`config.mk`:
```
export PLATFORM = sky130hd
export DESIGN_NAME = lsq_ordered_flat
export DESIGN_NICKNAME = d
export VERILOG_FILES = /design/src/rtl/lsq_ordered_if.sv /design/src/rtl/lsq_ordered.sv /design/src/flat_wrapper.sv
export SDC_FILE = /design/constraint.sdc
export NUM_CORES = 1
export LEC_CHECK = 0
export ABC_AREA = 1
export CAP_MARGIN = 20
export CELL_PAD_IN_SITES_DETAIL_PLACEMENT = 1
export CELL_PAD_IN_SITES_GLOBAL_PLACEMENT = 2
export CORE_MARGIN = 4
export CORE_UTILIZATION = 34
export DETAILED_ROUTE_END_ITERATION = 7
export PLACE_DENSITY = 0.8
export SYNTH_ARGS = -nofsm -noshare
export SYNTH_HDL_FRONTEND = slang
export SYNTH_SLANG_ARGS = --single-unit
```
`constraint.sdc`:
```
create_clock -name clk -period 5 [get_ports clk]
set_clock_uncertainty 0.15 [all_clocks]
set_input_delay 0.5 -clock clk [delete_from_list [all_inputs] [get_ports clk]]
set_output_delay 0.5 -clock clk [all_outputs]
set_load 0.1 [all_outputs]
```
`src/rtl/lsq_ordered_if.sv`:
```
// Dispatch, CDB, ROB, data-memory and result signals of the in-order load/store queue.
// slave = the queue, master = its environment (dispatch/CDB/ROB/memory/arbiter).
interface lsq_ordered_if #(parameter int ROB_W = 4);
    logic             disp_valid;
    logic [31:0]      disp_inst;
    logic [ROB_W-1:0] disp_rob;
    logic             disp_s1_rdy;
    logic [ROB_W-1:0] disp_s1_tag;
    logic [31:0]      disp_s1_val;
    logic             disp_s2_rdy;
    logic [ROB_W-1:0] disp_s2_tag;
    logic [31:0]      disp_s2_val;
    logic             lsq_avai;
    logic             cdb_en;
    logic [ROB_W-1:0] cdb_tag;
    logic [31:0]      cdb_data;
    logic             store_on;
    logic             ls_commit;
    logic [31:0]      dmem_addr;
    logic [3:0]       dmem_rmask;
    logic [3:0]       dmem_wmask;
    logic [31:0]      dmem_wdata;
    logic [31:0]      dmem_rdata;
    logic             dmem_resp;
    logic             res_valid;
    logic             res_ack;
    logic [ROB_W-1:0] res_rob;
    logic [31:0]      res_data;
    logic [31:0]      res_addr;

    modport slave (
        input  disp_valid, disp_inst, disp_rob,
        input  disp_s1_rdy, disp_s1_tag, disp_s1_val,
        input  disp_s2_rdy, disp_s2_tag, disp_s2_val,
        output lsq_avai,
        input  cdb_en, cdb_tag, cdb_data, store_on, ls_commit,
        output dmem_addr, dmem_rmask, dmem_wmask, dmem_wdata,
        input  dmem_rdata, dmem_resp,
        output res_valid, res_rob, res_data, res_addr,
        input  res_ack
    );

    modport master (
        output disp_valid, disp_inst, disp_rob,
        output disp_s1_rdy, disp_s1_tag, disp_s1_val,
        output disp_s2_rdy, disp_s2_tag, disp_s2_val,
        input  lsq_avai,
        output cdb_en, cdb_tag, cdb_data, store_on, ls_commit,
        input  dmem_addr, dmem_rmask, dmem_wmask, dmem_wdata,
        output dmem_rdata, dmem_resp,
        input  res_valid, res_rob, res_data, res_addr,
        output res_ack
    );
endinterface

```
`src/rtl/lsq_ordered.sv`:
```
// In-order load/store queue: entries allocated at dispatch, one memory access outstanding, freed on ROB commit.
// Optional LSQ_FLUSH_EN adds a flush input that empties the queue and swallows an in-flight response.
module lsq_ordered #(
    parameter int DEPTH = 4,
    parameter int ROB_W = 4
) (
    input  logic clk,
    input  logic rst,
`ifdef LSQ_FLUSH_EN
    input  logic flush,
`endif
    lsq_ordered_if.slave bus
);
    localparam int IW = $clog2(DEPTH);
    localparam logic [IW:0] PTR_ONE = {{IW{1'b0}}, 1'b1};

    typedef struct packed {
        logic             valid;
        logic             is_store;
        logic             done;
        logic [2:0]       f3;
        logic [31:0]      imm;
        logic [ROB_W-1:0] rob;
        logic             s1_rdy;
        logic [ROB_W-1:0] s1_tag;
        logic [31:0]      s1_val;
        logic             s2_rdy;
        logic [ROB_W-1:0] s2_tag;
        logic [31:0]      s2_val;
    } entry_t;

    typedef enum logic [1:0] {IDLE, ACCESS, DONE} state_t;

    entry_t      q [DEPTH];
    logic [IW:0] head, iss, tail;
    state_t      state, state_n;
    logic [31:0] acc_addr;
    logic        flush_w, drop;

`ifdef LSQ_FLUSH_EN
    assign flush_w = flush;
    // A flushed access still owes us a response; hold off new accesses until it shows up.
    always_ff @(posedge clk) begin
        if (rst)
            drop <= 1'b0;
        else if (flush && state == ACCESS && !bus.dmem_resp)
            drop <= 1'b1;
        else if (drop && bus.dmem_resp)
            drop <= 1'b0;
    end
`else
    assign flush_w = 1'b0;
    assign drop    = 1'b0;
`endif

    logic full;
    assign full = (head[IW] != tail[IW]) && (head[IW-1:0] == tail[IW-1:0]);
    assign bus.lsq_avai  = !full;
    assign bus.res_valid = (state == DONE);

    entry_t ie;
    logic   can_issue, complete;
    assign ie = q[iss[IW-1:0]];
    assign can_issue = ie.valid && !ie.done && ie.s1_rdy && !drop &&
                       (!ie.is_store || (ie.s2_rdy && iss == head && bus.store_on));
    assign complete = (state == ACCESS) && bus.dmem_resp && !flush_w;

    logic [31:0] ea, lane_data, ld_val;
    logic [3:0]  mask;
    assign ea = ie.s1_val + ie.imm;
    always_comb begin
        mask = 4'b1111;
        case (ie.f3[1:0])
            2'b00:   mask = 4'b0001 << ea[1:0];
            2'b01:   mask = 4'b0011 << ea[1:0];
            default: mask = 4'b1111;
        endcase
    end

    assign lane_data = bus.dmem_rdata >> {acc_addr[1:0], 3'b000};
    always_comb begin
        ld_val = lane_data;
        case (ie.f3)
            3'b000:  ld_val = {{24{lane_data[7]}}, lane_data[7:0]};
            3'b001:  ld_val = {{16{lane_data[15]}}, lane_data[15:0]};
            3'b100:  ld_val = {24'b0, lane_data[7:0]};
            3'b101:  ld_val = {16'b0, lane_data[15:0]};
            default: ld_val = lane_data;
        endcase
    end

    always_ff @(posedge clk) begin
        if (rst) state <= IDLE;
        else     state <= state_n;
    end

    always_comb begin
        state_n = state;
        case (state)
            IDLE:    if (can_issue)     state_n = ACCESS;
            ACCESS:  if (bus.dmem_resp) state_n = DONE;
            DONE:    if (bus.res_ack)   state_n = IDLE;
            default: state_n = IDLE;
        endcase
        if (flush_w) state_n = IDLE;
    end

    // Memory port and result registers.
    always_ff @(posedge clk) begin
        if (rst) begin
            bus.dmem_addr  <= '0;
            bus.dmem_rmask <= '0;
            bus.dmem_wmask <= '0;
            bus.dmem_wdata <= '0;
            acc_addr       <= '0;
            bus.res_rob    <= '0;
            bus.res_data   <= '0;
            bus.res_addr   <= '0;
        end else begin
            if (state == IDLE && state_n == ACCESS) begin
                bus.dmem_addr  <= {ea[31:2], 2'b00};
                acc_addr       <= ea;
                bus.dmem_rmask <= ie.is_store ? 4'b0000 : mask;
                bus.dmem_wmask <= ie.is_store ? mask : 4'b0000;
                bus.dmem_wdata <= ie.is_store ? (ie.s2_val << {ea[1:0], 3'b000}) : 32'b0;
            end else if (state == ACCESS && (bus.dmem_resp || flush_w)) begin
                bus.dmem_rmask <= '0;
                bus.dmem_wmask <= '0;
            end
            if (complete) begin
                bus.res_rob  <= ie.rob;
                bus.res_data <= ie.is_store ? 32'b0 : ld_val;
                bus.res_addr <= acc_addr;
            end
        end
    end

    logic d_store, s1_hit, s2_hit;
    logic [31:0] d_imm;
    assign d_store = (bus.disp_inst[6:0] == 7'b0100011);
    assign d_imm   = d_store ? {{20{bus.disp_inst[31]}}, bus.disp_inst[31:25], bus.disp_inst[11:7]}
                             : {{20{bus.disp_inst[31]}}, bus.disp_inst[31:20]};
    assign s1_hit  = bus.cdb_en && (bus.cdb_tag == bus.disp_s1_tag);
    assign s2_hit  = bus.cdb_en && (bus.cdb_tag == bus.disp_s2_tag);

    logic unused_ok;
    assign unused_ok = ^bus.disp_inst[19:15];

    // Queue storage and pointers; dispatch, snoop, completion and commit touch distinct entries.
    always_ff @(posedge clk) begin
        if (rst) begin
            head <= '0;
            iss  <= '0;
            tail <= '0;
            for (int i = 0; i < DEPTH; i++) q[i] <= '0;
        end else if (flush_w) begin
            iss  <= head;
            tail <= head;
            for (int i = 0; i < DEPTH; i++) q[i].valid <= 1'b0;
        end else begin
            for (int i = 0; i < DEPTH; i++) begin
                if (bus.cdb_en && q[i].valid) begin
                    if (!q[i].s1_rdy && q[i].s1_tag == bus.cdb_tag) begin
                        q[i].s1_rdy <= 1'b1;
                        q[i].s1_val <= bus.cdb_data;
                    end
                    if (!q[i].s2_rdy && q[i].s2_tag == bus.cdb_tag) begin
                        q[i].s2_rdy <= 1'b1;
                        q[i].s2_val <= bus.cdb_data;
                    end
                end
            end
            if (bus.disp_valid && !full) begin
                q[tail[IW-1:0]] <= '{
                    valid:    1'b1,
                    is_store: d_store,
                    done:     1'b0,
                    f3:       bus.disp_inst[14:12],
                    imm:      d_imm,
                    rob:      bus.disp_rob,
                    s1_rdy:   bus.disp_s1_rdy || s1_hit,
                    s1_tag:   bus.disp_s1_tag,
                    s1_val:   bus.disp_s1_rdy ? bus.disp_s1_val : bus.cdb_data,
                    s2_rdy:   !d_store || bus.disp_s2_rdy || s2_hit,
                    s2_tag:   bus.disp_s2_tag,
                    s2_val:   (!d_store || bus.disp_s2_rdy) ? bus.disp_s2_val : bus.cdb_data
                };
                tail <= tail + PTR_ONE;
            end
            if (complete) begin
                q[iss[IW-1:0]].done <= 1'b1;
                iss <= iss + PTR_ONE;
            end
            if (bus.ls_commit && q[head[IW-1:0]].valid) begin
                q[head[IW-1:0]].valid <= 1'b0;
                head <= head + PTR_ONE;
            end
        end
    end
endmodule

```
`src/flat_wrapper.sv`:
```
// flat-port wrapper written by rule: the top's interface ports become plain ports
module lsq_ordered_flat 
#(
    parameter int DEPTH = 4,
    parameter int ROB_W = 4
)
  (clk, rst, bus_disp_valid, bus_disp_inst, bus_disp_rob, bus_disp_s1_rdy, bus_disp_s1_tag, bus_disp_s1_val, bus_disp_s2_rdy, bus_disp_s2_tag, bus_disp_s2_val, bus_lsq_avai, bus_cdb_en, bus_cdb_tag, bus_cdb_data, bus_store_on, bus_ls_commit, bus_dmem_addr, bus_dmem_rmask, bus_dmem_wmask, bus_dmem_wdata, bus_dmem_rdata, bus_dmem_resp, bus_res_valid, bus_res_rob, bus_res_data, bus_res_addr, bus_res_ack);
  lsq_ordered_if #(.ROB_W(ROB_W)) bus_i ();
  input  logic clk;
  input  logic rst;
  input wire logic [$bits(bus_i.disp_valid)-1:0] bus_disp_valid;
  input wire logic [$bits(bus_i.disp_inst)-1:0] bus_disp_inst;
  input wire logic [$bits(bus_i.disp_rob)-1:0] bus_disp_rob;
  input wire logic [$bits(bus_i.disp_s1_rdy)-1:0] bus_disp_s1_rdy;
  input wire logic [$bits(bus_i.disp_s1_tag)-1:0] bus_disp_s1_tag;
  input wire logic [$bits(bus_i.disp_s1_val)-1:0] bus_disp_s1_val;
  input wire logic [$bits(bus_i.disp_s2_rdy)-1:0] bus_disp_s2_rdy;
  input wire logic [$bits(bus_i.disp_s2_tag)-1:0] bus_disp_s2_tag;
  input wire logic [$bits(bus_i.disp_s2_val)-1:0] bus_disp_s2_val;
  output wire logic [$bits(bus_i.lsq_avai)-1:0] bus_lsq_avai;
  input wire logic [$bits(bus_i.cdb_en)-1:0] bus_cdb_en;
  input wire logic [$bits(bus_i.cdb_tag)-1:0] bus_cdb_tag;
  input wire logic [$bits(bus_i.cdb_data)-1:0] bus_cdb_data;
  input wire logic [$bits(bus_i.store_on)-1:0] bus_store_on;
  input wire logic [$bits(bus_i.ls_commit)-1:0] bus_ls_commit;
  output wire logic [$bits(bus_i.dmem_addr)-1:0] bus_dmem_addr;
  output wire logic [$bits(bus_i.dmem_rmask)-1:0] bus_dmem_rmask;
  output wire logic [$bits(bus_i.dmem_wmask)-1:0] bus_dmem_wmask;
  output wire logic [$bits(bus_i.dmem_wdata)-1:0] bus_dmem_wdata;
  input wire logic [$bits(bus_i.dmem_rdata)-1:0] bus_dmem_rdata;
  input wire logic [$bits(bus_i.dmem_resp)-1:0] bus_dmem_resp;
  output wire logic [$bits(bus_i.res_valid)-1:0] bus_res_valid;
  output wire logic [$bits(bus_i.res_rob)-1:0] bus_res_rob;
  output wire logic [$bits(bus_i.res_data)-1:0] bus_res_data;
  output wire logic [$bits(bus_i.res_addr)-1:0] bus_res_addr;
  input wire logic [$bits(bus_i.res_ack)-1:0] bus_res_ack;
  assign bus_i.disp_valid = bus_disp_valid;
  assign bus_i.disp_inst = bus_disp_inst;
  assign bus_i.disp_rob = bus_disp_rob;
  assign bus_i.disp_s1_rdy = bus_disp_s1_rdy;
  assign bus_i.disp_s1_tag = bus_disp_s1_tag;
  assign bus_i.disp_s1_val = bus_disp_s1_val;
  assign bus_i.disp_s2_rdy = bus_disp_s2_rdy;
  assign bus_i.disp_s2_tag = bus_disp_s2_tag;
  assign bus_i.disp_s2_val = bus_disp_s2_val;
  assign bus_lsq_avai = bus_i.lsq_avai;
  assign bus_i.cdb_en = bus_cdb_en;
  assign bus_i.cdb_tag = bus_cdb_tag;
  assign bus_i.cdb_data = bus_cdb_data;
  assign bus_i.store_on = bus_store_on;
  assign bus_i.ls_commit = bus_ls_commit;
  assign bus_dmem_addr = bus_i.dmem_addr;
  assign bus_dmem_rmask = bus_i.dmem_rmask;
  assign bus_dmem_wmask = bus_i.dmem_wmask;
  assign bus_dmem_wdata = bus_i.dmem_wdata;
  assign bus_i.dmem_rdata = bus_dmem_rdata;
  assign bus_i.dmem_resp = bus_dmem_resp;
  assign bus_res_valid = bus_i.res_valid;
  assign bus_res_rob = bus_i.res_rob;
  assign bus_res_data = bus_i.res_data;
  assign bus_res_addr = bus_i.res_addr;
  assign bus_i.res_ack = bus_res_ack;
  lsq_ordered #(.DEPTH(DEPTH), .ROB_W(ROB_W)) u_core (.clk(clk), .rst(rst), .bus(bus_i));
endmodule
```
# Word-level counts from Yosys, hierarchy flattened
# Memories as Yosys holds them, arrays and structs flattened. A register that Yosys moved wholly into a read port is not among the register bits.
# Cells that the tools add are included.
[totals]
mem_count = 1
mem_bits_rw = 464
out_inout_bits = 142
wordCells = 181
ff_bits = 181
input_bits = 186
[memory_table]
columns = ["name", "words", "width", "read_ports", "rd_clocked_by_memory_dff", "write_ports", "line_no", "rtl"]
rows = [
  ["u_core.q", 4, 116, 6, 2, 7, "lsq_ordered.sv:34", "entry_t q [DEPTH];"],
]
[classes]
n_bitwise = 16
muxes = 79
reduce_logical = 44
shifts = 4
n_eq_ne = 21
n_addsub = 4
[ops]
columns = ["cell", "count"]
rows = [
  ["32-bit 2-to-1 mux", 12],
  ["32-bit case mux with 4 select lines", 1],
  ["1-bit 2-to-1 mux", 51],
  ["4-bit == test", 10],
  ["32-bit adder", 1],
  ["32-bit by 5-bit << shifter with 32-bit output", 1],
  ["32-bit by 5-bit >> shifter with 32-bit output", 1],
  ["1-bit logical AND", 24],
  ["4-bit 2-to-1 mux", 5],
  ["1-bit bitwise OR", 16],
  ["2-bit 2-to-1 mux", 7],
  ["1-bit zero test", 12],
  ["3-bit by 1-bit adder with 3-bit output, second input constant", 3],
  ["4-bit case mux with 2 select lines", 1],
  ["7-bit by 6-bit == test with 1-bit output, second input constant", 1],
  ["2-bit by 1-bit == test with 1-bit output, second input constant", 3],
  ["3-bit == test, second input constant", 2],
  ["2-bit case mux with 3 select lines", 1],
  ["5-bit 2-to-1 mux", 1],
  ["2-bit zero test", 2],
  ["1-bit logical OR", 4],
  ["1-bit by 2-bit << shifter with 4-bit output, first input constant", 1],
  ["2-bit by 2-bit << shifter with 4-bit output, first input constant", 1],
  ["3-bit by 1-bit == test with 1-bit output, second input constant", 1],
  ["6 further kinds", 6],
]

# Depth between registers and ports, before layout
[logic_depth]
word_depth = 10
mapped_depth = 21
mapped_depth_nobuf = 18

# Least setup slack after synthesis
# Ideal clock, no wire load.
[synth_path]
kind = "register -> register"
start = "register u_core.head[1]"
end = "memory u_core.q[0][0] (netlist name), enable pin"
required_ns = 4.371
period_less_slack_ns = 3.697
stages_incl_launch_ff = 10
n_path_buf = 1
setup_time_ns = 0.479
arrival_ns = 3.068
path_slack_ns = 1.303
cell_sequence = "dfxtp_1 xnor2_1 nand3_2 nand2_2 nor2_4 nand2_2 buf_2 nand2_1 inv_1 nand2_1"
[synth_lines]
columns = ["item", "line_no", "rtl"]
rows = [
  ["from (decl)", "lsq_ordered.sv:35", "logic [IW:0] head, iss, tail;"],
  ["from (signal assigned)", "lsq_ordered.sv:196", "head <= head + PTR_ONE;"],
  ["to (decl)", "lsq_ordered.sv:34", ""],
]

==> impl_metrics.prom <==
# TYPE chip_impl_metric gauge
chip_impl_metric{name="detailroute.via_count",unit=""} 26700
chip_impl_metric{name="via_per_inst",unit=""} 5.25
chip_impl_metric{name="timing_max_transition_violations_final",unit=""} 0
chip_impl_metric{name="first_global_vias",unit=""} 26900
chip_impl_metric{name="period_needed",unit="ps"} 4100
chip_impl_metric{name="wl_per_cell",unit="µm"} 22.9
chip_impl_metric{name="die-width",unit="µm"} 301
chip_impl_metric{name="netlist-cell-type-count",unit=""} 56
chip_impl_metric{name="drv_cap",unit=""} 0
chip_impl_metric{name="placementRows",unit=""} 107
chip_impl_info{name="root_buffer",value="clkbuf_16"} 1
chip_impl_metric{name="finish.net_count",unit=""} 4118
chip_impl_metric{name="worst-endpoint-arrival",unit="ps"} 4400
chip_impl_metric{name="gate_count_of_the_mapped_netlist",unit=""} 3695
chip_impl_metric{name="synth_edf_count",unit=""} 370
chip_impl_metric{name="synthesis.yosys.warnings",unit=""} 0
chip_impl_metric{name="slew-limit-headroom",unit="%"} 25.8
chip_impl_metric{name="yosysTopAreaCellShare",unit="%"} 38.1
chip_impl_metric{name="power.switching_fraction",unit="%"} 29.6
chip_impl_metric{name="layout-drive-gt1-share",unit="%"} 5.99
chip_impl_metric{name="register_share_of_total_power",unit="%"} 41.4
chip_impl_metric{name="fin_setup_tns",unit="ps"} 0
chip_impl_info{name="yosys.cell_count.top_type",value="nand2_1"} 1
chip_impl_metric{name="synth_mux_area_share",unit="%"} 0.240
chip_impl_metric{name="synth_compound_area_share",unit="%"} 12.7
chip_impl_metric{name="post_synth.cell_area_avg",unit="µm²"} 7.89
chip_impl_info{name="netlist_top_cells_count",value="nand2_1 (938), nor2_1 (423), edfxtp_1 (370), nand3_1 (348), o21ai_0 (348)"} 1
chip_impl_metric{name="post_cts_resize_count",unit=""} 0
chip_impl_metric{name="clock_power_share",unit="%"} 41.3
chip_impl_metric{name="final_min_period_over_clock_period",unit="%"} 82.0
chip_impl_metric{name="htree_levels",unit=""} 3
chip_impl_metric{name="finalSetupViolCount",unit=""} 0
chip_impl_info{name="synth_area_leader_cell",value="edfxtp_1"} 1
chip_impl_info{name="synth-main-ff-cell",value="edfxtp_1"} 1
chip_impl_metric{name="fp.dieArea",unit="mm²"} 0.0905
chip_impl_metric{name="grt_start_max_net_pins",unit=""} 89
chip_impl_info{name="startpoint_class",value="register"} 1
chip_impl_info{name="rsz_0062_raised_after_global_routing",value="no"} 1
chip_impl_info{name="main_combinational_cell_family_by_area_after_synthesis",value="simple AND/OR/NAND/NOR gates"} 1
chip_impl_info{name="tritoncts",value="done"} 1
chip_impl_metric{name="area.growth.synth_to_final",unit="%"} 21.0
chip_impl_metric{name="dpl.hpwl",unit="mm"} 79.7
chip_impl_metric{name="route.detailed.drc",unit=""} 0
chip_impl_info{name="hold_class",value="in2reg"} 1
chip_impl_metric{name="ctsHoldBuffers",unit=""} 0
chip_impl_metric{name="share_of_flip_flops_with_an_asynchronous_set_or_reset",unit="%"} 0
chip_impl_metric{name="clock_insertion_delay_worst_skew",unit="ps"} 610
chip_impl_metric{name="met2_wirelength",unit="mm"} 56.2
chip_impl_metric{name="place_congestion",unit=""} 0.844
chip_impl_metric{name="clockBufferDepth",unit=""} 3
chip_impl_metric{name="finalWorstSetupSlack",unit="ps"} 898
chip_impl_metric{name="met3RoutedLength",unit="mm"} 7.24
chip_impl_metric{name="die_height",unit="µm"} 301
chip_impl_metric{name="globalRoute.totalOverflow",unit=""} 0
chip_impl_metric{name="arithmetic_cell_share_of_the_synthesized_area_counting_full_adders_half_adders_and_majority_gates",unit="%"} 1.91
chip_impl_metric{name="power_frac_comb",unit="%"} 17.3
chip_impl_metric{name="postSynthRegisterBits",unit=""} 539
chip_impl_metric{name="whs",unit="ps"} 285
chip_impl_metric{name="ff2ff_path_depth",unit=""} 13
chip_impl_metric{name="synth-seq-area-share",unit="%"} 49.7
chip_impl_metric{name="first_pass_grt_wire_length",unit="mm"} 172
chip_impl_info{name="crit_path_end_kind",value="register"} 1
chip_impl_metric{name="grt_usage",unit="%"} 25.2
chip_impl_info{name="dr.max_layer_used",value="met5"} 1
chip_impl_metric{name="drt_first_iter_violations",unit=""} 1952
chip_impl_metric{name="io_pins",unit=""} 328
chip_impl_metric{name="cts_buffers",unit=""} 68
chip_impl_metric{name="antenna_found_initial",unit=""} 8
chip_impl_metric{name="total_power_consumption_of_the_routed_design",unit="mW"} 12.3
chip_impl_metric{name="final_core_util",unit="%"} 41.4
chip_impl_metric{name="synth_simple_gate_area_share",unit="%"} 25.8
chip_impl_metric{name="synth_xor_area_share",unit="%"} 0.991
chip_impl_metric{name="report.final.hold_viol_count",unit=""} 0
chip_impl_metric{name="core",unit="mm²"} 0.0851
chip_impl_metric{name="crit_required",unit="ps"} 5300
chip_impl_info{name="synth.top_cells.by_area",value="edfxtp_1 (38%), nand2_1 (12%), dfxtp_1 (12%)"} 1
chip_impl_info{name="critPathKind",value="reg2reg"} 1
chip_impl_metric{name="wirelength_met1",unit="mm"} 49.8
chip_impl_metric{name="ant_nets",unit=""} 0
chip_impl_metric{name="initial_core_util",unit="%"} 34.3
chip_impl_metric{name="timing_worst_slew_pin_value",unit="ps"} 1110
chip_impl_metric{name="netSwitchingPower",unit="mW"} 3.64
chip_impl_metric{name="drt_first_pass_iters",unit=""} 5
chip_impl_metric{name="crit_path_max_fanout",unit=""} 48
chip_impl_metric{name="timing.fmax",unit="GHz"} 0.244
chip_impl_info{name="status",value="finished, final reports clean"} 1
chip_impl_metric{name="power-per-cell-area",unit="mW/mm²"} 349
chip_impl_metric{name="cts_num_sinks",unit=""} 539
chip_impl_metric{name="postCtsSetupRepairBufs",unit=""} 0
chip_impl_metric{name="drt_wl_total",unit="mm"} 117
chip_impl_metric{name="vdd_drop_max",unit="mV"} 0.233
chip_impl_metric{name="placement.io_buffers",unit=""} 320
chip_impl_metric{name="holdPathStages",unit=""} 2
chip_impl_metric{name="synth.cell_area",unit="mm²"} 0.0292
chip_impl_metric{name="preCtsSetupSlack",unit="ps"} 965
chip_impl_metric{name="clk_pin_slew",unit="ps"} 60
chip_impl_metric{name="leakagePower",unit="nW"} 14.5
chip_impl_metric{name="internal_power",unit="mW"} 8.68
[through the flow]
stage / instance area, µm² / instances
CTS: 35300 / 5086
floorplan: 29200 / 3696
detailed placement: 33000 / 4962
global route: 35300 / 5086
global placement: 33000 / 4962
finish: 35300 / 5091
[power by group through the flow]
stage / Clock, mW / Combinational (mW) / Sequential [mW]
4_1_cts: 5.19 / 2.13 / 5.10
3_5_place_dp: 0 / 2.12 / 5.20
3_3_place_gp: 0 / 2.10 / 5.19
5_1_grt: 5.38 / 2.32 / 5.12
6_report: 5.10 / 2.13 / 5.10
2_1_floorplan: 0 / 1.23 / 5.22
[path summary, 6_finish.rpt]
path                                        start                                      to  slack, ps
max                                      register  u_core.bus.dmem_wdata[23]$_SDFFE_PP0P_        900
min                                           rst    u_core.bus.res_addr[13]$_SDFFE_PP0P_        280
max reg2reg                              register  u_core.bus.dmem_wdata[23]$_SDFFE_PP0P_        900
min reg2reg  u_core.bus.res_addr[25]$_SDFFE_PP0P_    u_core.bus.res_addr[25]$_SDFFE_PP0P_        310
[cell type report]
type                            count  area [µm²]
Timing Repair Buffer              377        3650
Clock inverter                     40         468
Sequential cell                   539       14500
Fill cell                       10200       49900
Antenna cell                        5        12.5
Tap cell                         1144        1430
Clock buffer                       84        1830
Inverter                          322        1220
Multi-Input combinational cell   2580       12200
[cells by family after synthesis]
logic type	after synthesis
AOI/OAI and AO/OA	689
xor gates and xnor gates	33
adders and majority gates	44
buffers and inverters	577
DFF	539
muxes	7
other	1
and+or+nand+nor	1805
[layout by cell type (no fill, tap or decap), drive strengths merged, types with 9 or more instances in the layout]
cell / n
inv: 321
ha: 43
dfxtp: 169
xnor2: 9
nand2: 948
xor2: 24
o211ai: 17
a21oi: 145
clkdlybuf4s50: 318
or2: 10
clkbuf: 84
buf: 59
nand4: 14
o21a: 12
bufinv: 9
nor2: 430
edfxtp: 370
o22ai: 82
nand3: 361
o21ai: 417
nor3: 24
clkinv: 32
[routing by layer]
metal	up-vias	track usage [%]
met4	6	7.73
met3	161	3.95
met2	786	43.3
met5	-	0
met1	13100	32.6
li1	12700	-
[worst max-delay path: stages (launching register included)]
cell	delay [ps]
dfxtp_4	450
inv_4	380
buf_4	550
o21ai_0	150
o22ai_1	340
fa_1	590
buf_4	280
nor2_1	130
buf_4	210
inv_1	180
o211ai_1	210
nor2_1	70
a21oi_1	120
nor2_1	60
[state kept, by name (all words and copies together), names as in the netlist, named ones only]
register and count:
u_core.bus.dmem_wmask 4, u_core.tail 3, u_core.bus.dmem_rmask 4, u_core.bus.dmem_wdata 32, u_core.bus.res_addr 32, u_core.head 3, u_core.state 2, u_core.acc_addr 32
u_core.bus.res_rob 4, u_core.q 384, u_core.bus.res_data 32, u_core.iss 3
Note: power is estimated with default switching activity, not from simulation.
